`src/rtl/det3_seq_ctrl.sv`:
```
// det3_seq_ctrl
//   Sequenced 3x3 signed determinant engine. A matrix is accepted over a
//   valid/ready handshake, the six Sarrus triple-products are accumulated
//   one per clock, and the DATA_W-bit result plus an overflow flag is held
//   on the output until the consumer accepts it.
//
//   Optional feature: define DET_SAT_EN to saturate det on overflow instead
//   of wrapping (ovf behaves the same either way).
//
// Ports
//   clk        clock, rising edge
//   rst        asynchronous active-high reset
//   in_valid   matrix on m is valid
//   in_ready   engine idle, matrix will be accepted
//   m          packed a00..a22 row-major, a00 at the MSBs
//   out_valid  det/ovf valid, held until out_ready
//   out_ready  consumer accepts the result
//   det        signed determinant (wrapped or saturated)
//   ovf        true determinant outside the DATA_W signed range
//   busy       engine not idle
module det3_seq_ctrl #(
  parameter int DATA_W = 8,
  parameter int ACC_W  = 32   // must be >= 3*DATA_W+3 to hold six full products
) (
  input  logic                  clk,
  input  logic                  rst,
  input  logic                  in_valid,
  output logic                  in_ready,
  input  logic [9*DATA_W-1:0]   m,
  output logic                  out_valid,
  input  logic                  out_ready,
  output logic [DATA_W-1:0]     det,
  output logic                  ovf,
  output logic                  busy
);

  typedef enum logic [1:0] {IDLE, MAC, FINAL, DONE} state_t;

  localparam int PW = 3 * DATA_W;

  // Signed limits of the result range, expressed at accumulator width.
  localparam logic signed [ACC_W-1:0] DMAX = {{(ACC_W-DATA_W+1){1'b0}}, {(DATA_W-1){1'b1}}};
  localparam logic signed [ACC_W-1:0] DMIN = {{(ACC_W-DATA_W+1){1'b1}}, {(DATA_W-1){1'b0}}};

  state_t                   state_reg, state_next;
  logic signed [DATA_W-1:0] mat_reg [9];
  logic signed [DATA_W-1:0] mat_next [9];
  logic signed [DATA_W-1:0] m_elem [9];
  logic signed [ACC_W-1:0]  acc_reg, acc_next;
  logic [2:0]               term_reg, term_next;
  logic [DATA_W-1:0]        det_reg, det_next;
  logic                     ovf_reg, ovf_next;
  logic                     out_valid_reg, out_valid_next;

  // Unpack the input bus: element 0 (a00) sits at the top of m.
  genvar gi;
  generate
    for (gi = 0; gi < 9; gi++) begin : g_unpack
      assign m_elem[gi] = m[(8-gi)*DATA_W +: DATA_W];
    end
  endgenerate

  // Operand selection for the current term (indices into row-major matrix).
  logic [3:0] ia, ib, ic;
  logic       neg;

  always_comb begin
    ia  = 4'd0;
    ib  = 4'd4;
    ic  = 4'd8;
    neg = 1'b0;
    case (term_reg)
      3'd0: begin ia = 4'd0; ib = 4'd4; ic = 4'd8; neg = 1'b0; end
      3'd1: begin ia = 4'd1; ib = 4'd5; ic = 4'd6; neg = 1'b0; end
      3'd2: begin ia = 4'd2; ib = 4'd3; ic = 4'd7; neg = 1'b0; end
      3'd3: begin ia = 4'd2; ib = 4'd4; ic = 4'd6; neg = 1'b1; end
      3'd4: begin ia = 4'd0; ib = 4'd5; ic = 4'd7; neg = 1'b1; end
      3'd5: begin ia = 4'd1; ib = 4'd3; ic = 4'd8; neg = 1'b1; end
      default: ;
    endcase
  end

  // Operands are widened to the full product width first so the triple
  // product is computed without any intermediate truncation.
  logic signed [PW-1:0]    pa, pb, pc, prod;
  logic signed [ACC_W-1:0] prod_ext;

  assign pa       = {{(2*DATA_W){mat_reg[ia][DATA_W-1]}}, mat_reg[ia]};
  assign pb       = {{(2*DATA_W){mat_reg[ib][DATA_W-1]}}, mat_reg[ib]};
  assign pc       = {{(2*DATA_W){mat_reg[ic][DATA_W-1]}}, mat_reg[ic]};
  assign prod     = pa * pb * pc;
  assign prod_ext = {{(ACC_W-PW){prod[PW-1]}}, prod};

  logic ovf_calc;
  assign ovf_calc = (acc_reg > DMAX) || (acc_reg < DMIN);

`ifdef DET_SAT_EN
  localparam logic [DATA_W-1:0] SAT_MAX = {1'b0, {(DATA_W-1){1'b1}}};
  localparam logic [DATA_W-1:0] SAT_MIN = {1'b1, {(DATA_W-1){1'b0}}};
`endif

  always_comb begin
    state_next     = state_reg;
    mat_next       = mat_reg;
    acc_next       = acc_reg;
    term_next      = term_reg;
    det_next       = det_reg;
    ovf_next       = ovf_reg;
    out_valid_next = out_valid_reg;
    case (state_reg)
      IDLE: begin
        if (in_valid) begin
          mat_next   = m_elem;
          acc_next   = '0;
          term_next  = 3'd0;
          state_next = MAC;
        end
      end
      MAC: begin
        acc_next  = neg ? (acc_reg - prod_ext) : (acc_reg + prod_ext);
        term_next = term_reg + 3'd1;
        if (term_reg == 3'd5) state_next = FINAL;
      end
      FINAL: begin
`ifdef DET_SAT_EN
        if (ovf_calc) det_next = acc_reg[ACC_W-1] ? SAT_MIN : SAT_MAX;
        else          det_next = acc_reg[DATA_W-1:0];
`else
        det_next = acc_reg[DATA_W-1:0];
`endif
        ovf_next       = ovf_calc;
        out_valid_next = 1'b1;
        state_next     = DONE;
      end
      DONE: begin
        // Inputs are ignored here; only the result handshake matters.
        if (out_ready) begin
          out_valid_next = 1'b0;
          state_next     = IDLE;
        end
      end
      default: state_next = IDLE;
    endcase
  end

  always_ff @(posedge clk or posedge rst) begin
    if (rst) begin
      state_reg     <= IDLE;
      acc_reg       <= '0;
      term_reg      <= 3'd0;
      det_reg       <= '0;
      ovf_reg       <= 1'b0;
      out_valid_reg <= 1'b0;
      for (int i = 0; i < 9; i++) mat_reg[i] <= '0;
    end else begin
      state_reg     <= state_next;
      acc_reg       <= acc_next;
      term_reg      <= term_next;
      det_reg       <= det_next;
      ovf_reg       <= ovf_next;
      out_valid_reg <= out_valid_next;
      mat_reg       <= mat_next;
    end
  end

  assign in_ready  = (state_reg == IDLE);
  assign busy      = (state_reg != IDLE);
  assign out_valid = out_valid_reg;
  assign det       = det_reg;
  assign ovf       = ovf_reg;

endmodule

```
`config.mk`:
```
export PLATFORM = sky130hd
export DESIGN_NAME = det3_seq_ctrl
export DESIGN_NICKNAME = d
export VERILOG_FILES = /design/src/rtl/det3_seq_ctrl.sv
export SDC_FILE = /design/constraint.sdc
export NUM_CORES = 1
export LEC_CHECK = 0
export CORE_MARGIN = 4
export CORE_UTILIZATION = 34
export CTS_BUF_LIST = sky130_fd_sc_hd__clkbuf_8
export CTS_CLUSTER_DIAMETER = 40
export DETAILED_ROUTE_END_ITERATION = 12
export PLACE_DENSITY = 0.61
export SLEW_MARGIN = 20
export SYNTH_ARGS = -nofsm -noshare
export SYNTH_HDL_FRONTEND = slang
export SYNTH_SLANG_ARGS = --single-unit
```
`constraint.sdc`:
```
create_clock -name clk -period 18.2 [get_ports clk]
set_clock_uncertainty 0.05 [all_clocks]
set_input_delay 5.46 -clock clk [delete_from_list [all_inputs] [get_ports clk]]
set_output_delay 5.46 -clock clk [all_outputs]
set_load 0.01 [all_outputs]
```
==> results.json <==
{
  "ys_seq_area_frac": 0.204,
  "worst-slew-pin-transition_ps": 1040,
  "max_freq_mhz": 71.5,
  "relative_max_transition_margin": 0.307,
  "synth_top_area_frac": 0.216,
  "area_growth_pct": 12.9,
  "clock_tree.root_cell": "clkbuf_8",
  "timing.hold.ws_ps": 456,
  "drt-pass1-iter-count": 5,
  "h-tree-depth": 4,
  "diodes_inserted": 0,
  "ff2ff_path_depth": 51,
  "number_of_drc_markers_in_iteration_0": 585,
  "ys.flop_type": "dfrtp_1",
  "post_synth_fa_ha_maj_area_fraction": 0.317,
  "synth_edf_count": 0,
  "r2r_start": "term_reg[0]",
  "port_buffers": 87,
  "post_cts_resize_count": 0,
  "timing_worst_setup_path_type": "register to register",
  "synth_top_family_by_area": "adder cells",
  "io_pins": 88,
  "grt_pass1_wl_microns": 60000,
  "timing.critical_path.from_type": "register",
  "grt_remaining_overflow": 0,
  "post_synth_instance_area_sq_um": 14600,
  "hold_viol_final": 0,
  "synth-compound-area-share": 0.116,
  "grt_pass1_vias": 11525,
  "synth-async-reset-ratio": 1.00,
  "number_of_antenna_violations_at_the_first_check_in_global_routing": 0,
  "drive_above_1_share": 0.108,
  "synth_area_leader_cell": "fa_1",
  "floorplan.die.width_microns": 215,
  "syn-instance-count": 1549,
  "synth_mux_area_frac": 0.0962,
  "synth-warning-count": 0,
  "clock_pin_transition_on_the_worst_setup_and_hold_timing_paths_ps": 80,
  "clk_path_buf_depth": 2,
  "worst_hold_path.endpoint": "mat_reg[32]",
  "floorplan.core_area_sq_um": 42200,
  "arrival_time_of_data_at_the_critical_path_endpoint_ps": 14350,
  "fin_tns_setup_ps": 0,
  "grt_max_degree": 81,
  "synth.area.top_cells": "fa_1, dfrtp_1, ha_1, inv_1, mux2_2",
  "detail_route.wirelength_microns": 34900,
  "synthesis.area_per_instance_sq_um": 9.43,
  "min-delay-start": "mat_reg[32]",
  "holdCritPathClass": "register to register",
  "finalCriticalPeriod_ps": 13990,
  "postCtsHoldBufs": 0,
  "detail-route-antenna-nets": 0,
  "floorplan.die.height_microns": 215,
  "synth_fp_nets": 1900,
  "cts-buffers-inserted": 17,
  "min_path_cells": 1,
  "slew_viol_final": 0,
  "drv.max_cap_violation_count": 0,
  "post-cts-setup-buffers": 0,
  "largest_register_ff_count": 72,
  "initial_standard_cell_utilization_of_the_core": 0.346,
  "clk-insertion-delay-late_ps": 480,
  "final.period_utilization": 0.769,
  "reg2reg_slack_ps": 4210,
  "globalRouteTotalUtil": 0.158,
  "setup_viol": 0,
  "place_congestion": 0.860,
  "final_net_count": 1977,
  "ys_ff_latch": 119,
  "dieArea_sq_um": 46400,
  "outcome": "completed",
  "commonest_non_fill_non_tap_cell_in_the_layout": "inv_1",
  "clock_tree_from_tritoncts": "done",
  "post_synth_xor_area_fraction": 0.0547,
  "crit_path_max_incr_delay_ps": 710,
  "route.detailed.drc": 0,
  "critical_path.slowest_cell": "a21oi_1",
  "timing.critical_path.fanout_max": 8,
  "critical-path-top-cell-by-count": "fa_1",
  "post_synthesis_share_of_cell_area_spent_on_and_or_nand_and_nor_gates": 0.138,
  "cts.sink_count": 119,
  "vias": 10900,
  "std_cell_rows": 75,
  "worst_setup_path_end_kind": "register",
  "rsz_0062_raised_after_global_routing": "no",
  "ys_types": 82,
  "wl_per_cell_microns": 16.0,
  "via_per_inst": 5.01,
  "place.detailed.hpwl_microns": 28600,
  "layout_common_cells": "inv_1, fa_1, nor2_1, dfrtp_1, ha_1",
  "worst_r2r_endpoint": "acc_reg[31]",
  "critPathRequiredTime_ps": 18560
}
[layout make-up]
class                   instances  area (sq um)
well taps                     539           674
clock inverters                13           171
repair buffers                 94           927
flip-flops and latches        119          2980
fillers                      4242         25700
clock buffers                  18           248
inverters                     250           941
multi-input cells            1144         10600
[worst max-delay path: cells and delay by family, from the launching register on]
family	cells	cell delay (ps)
adders and majority gates	13	5620
muxes	2	840
xor gates and xnor gates	2	600
AOI/OAI and AO/OA	19	4440
buffers and inverters	6	280
and+or+nand+nor	9	1580
DFF	1	460
[per-stage QoR]
step | setup slack (ps) | utilization | instance area [sq um] | instances
finish | 4210 | 0.391 | 16500 | 2177
global route | 3050 | 0.391 | 16500 | 2177
CTS | 3810 | 0.390 | 16500 | 2177
detailed placement | 3880 | 0.381 | 16100 | 2146
global placement | 4260 | 0.381 | 16100 | 2146
floorplan | 5550 | - | 14600 | 1549
[cells in the mapped netlist (50+ instances only)]
cell type	instances
fa_1	158
o21ai_0	67
xnor2_1	53
dfrtp_1	119
and2_1	50
inv_1	249
a21oi_1	68
nor2_1	130
nand2_1	92
ha_1	117
mux2_2	83
[routing by layer]
layer	routed length, microns	GRT usage
met5	0	0
met4	806	0.0494
met3	923	0.0201
met2	17100	0.267
met1	16000	0.212
[worst max-delay path by stage]
stage,startpoint,to,slack [ps]
final,term_reg[0],acc_reg[31],4210
after global routing,term_reg[1],acc_reg[31],3050
after CTS,term_reg[1],acc_reg[31],3810
after detailed placement,term_reg[1],acc_reg[31],3880
after global placement,term_reg[1],acc_reg[31],4260
after floorplan,term_reg[0],acc_reg[31],5550
[cell families after synthesis]
logic type	after synthesis
AOI/OAI and AO/OA	259
xor gates and xnor gates	87
adders and majority gates	275
buffers and inverters	286
DFF	119
muxes	111
and+or+nand+nor	412
Power is left out: the tool's default activity adds up to more than one toggle a clock period on the data nets, which glitch-free logic cannot reach.
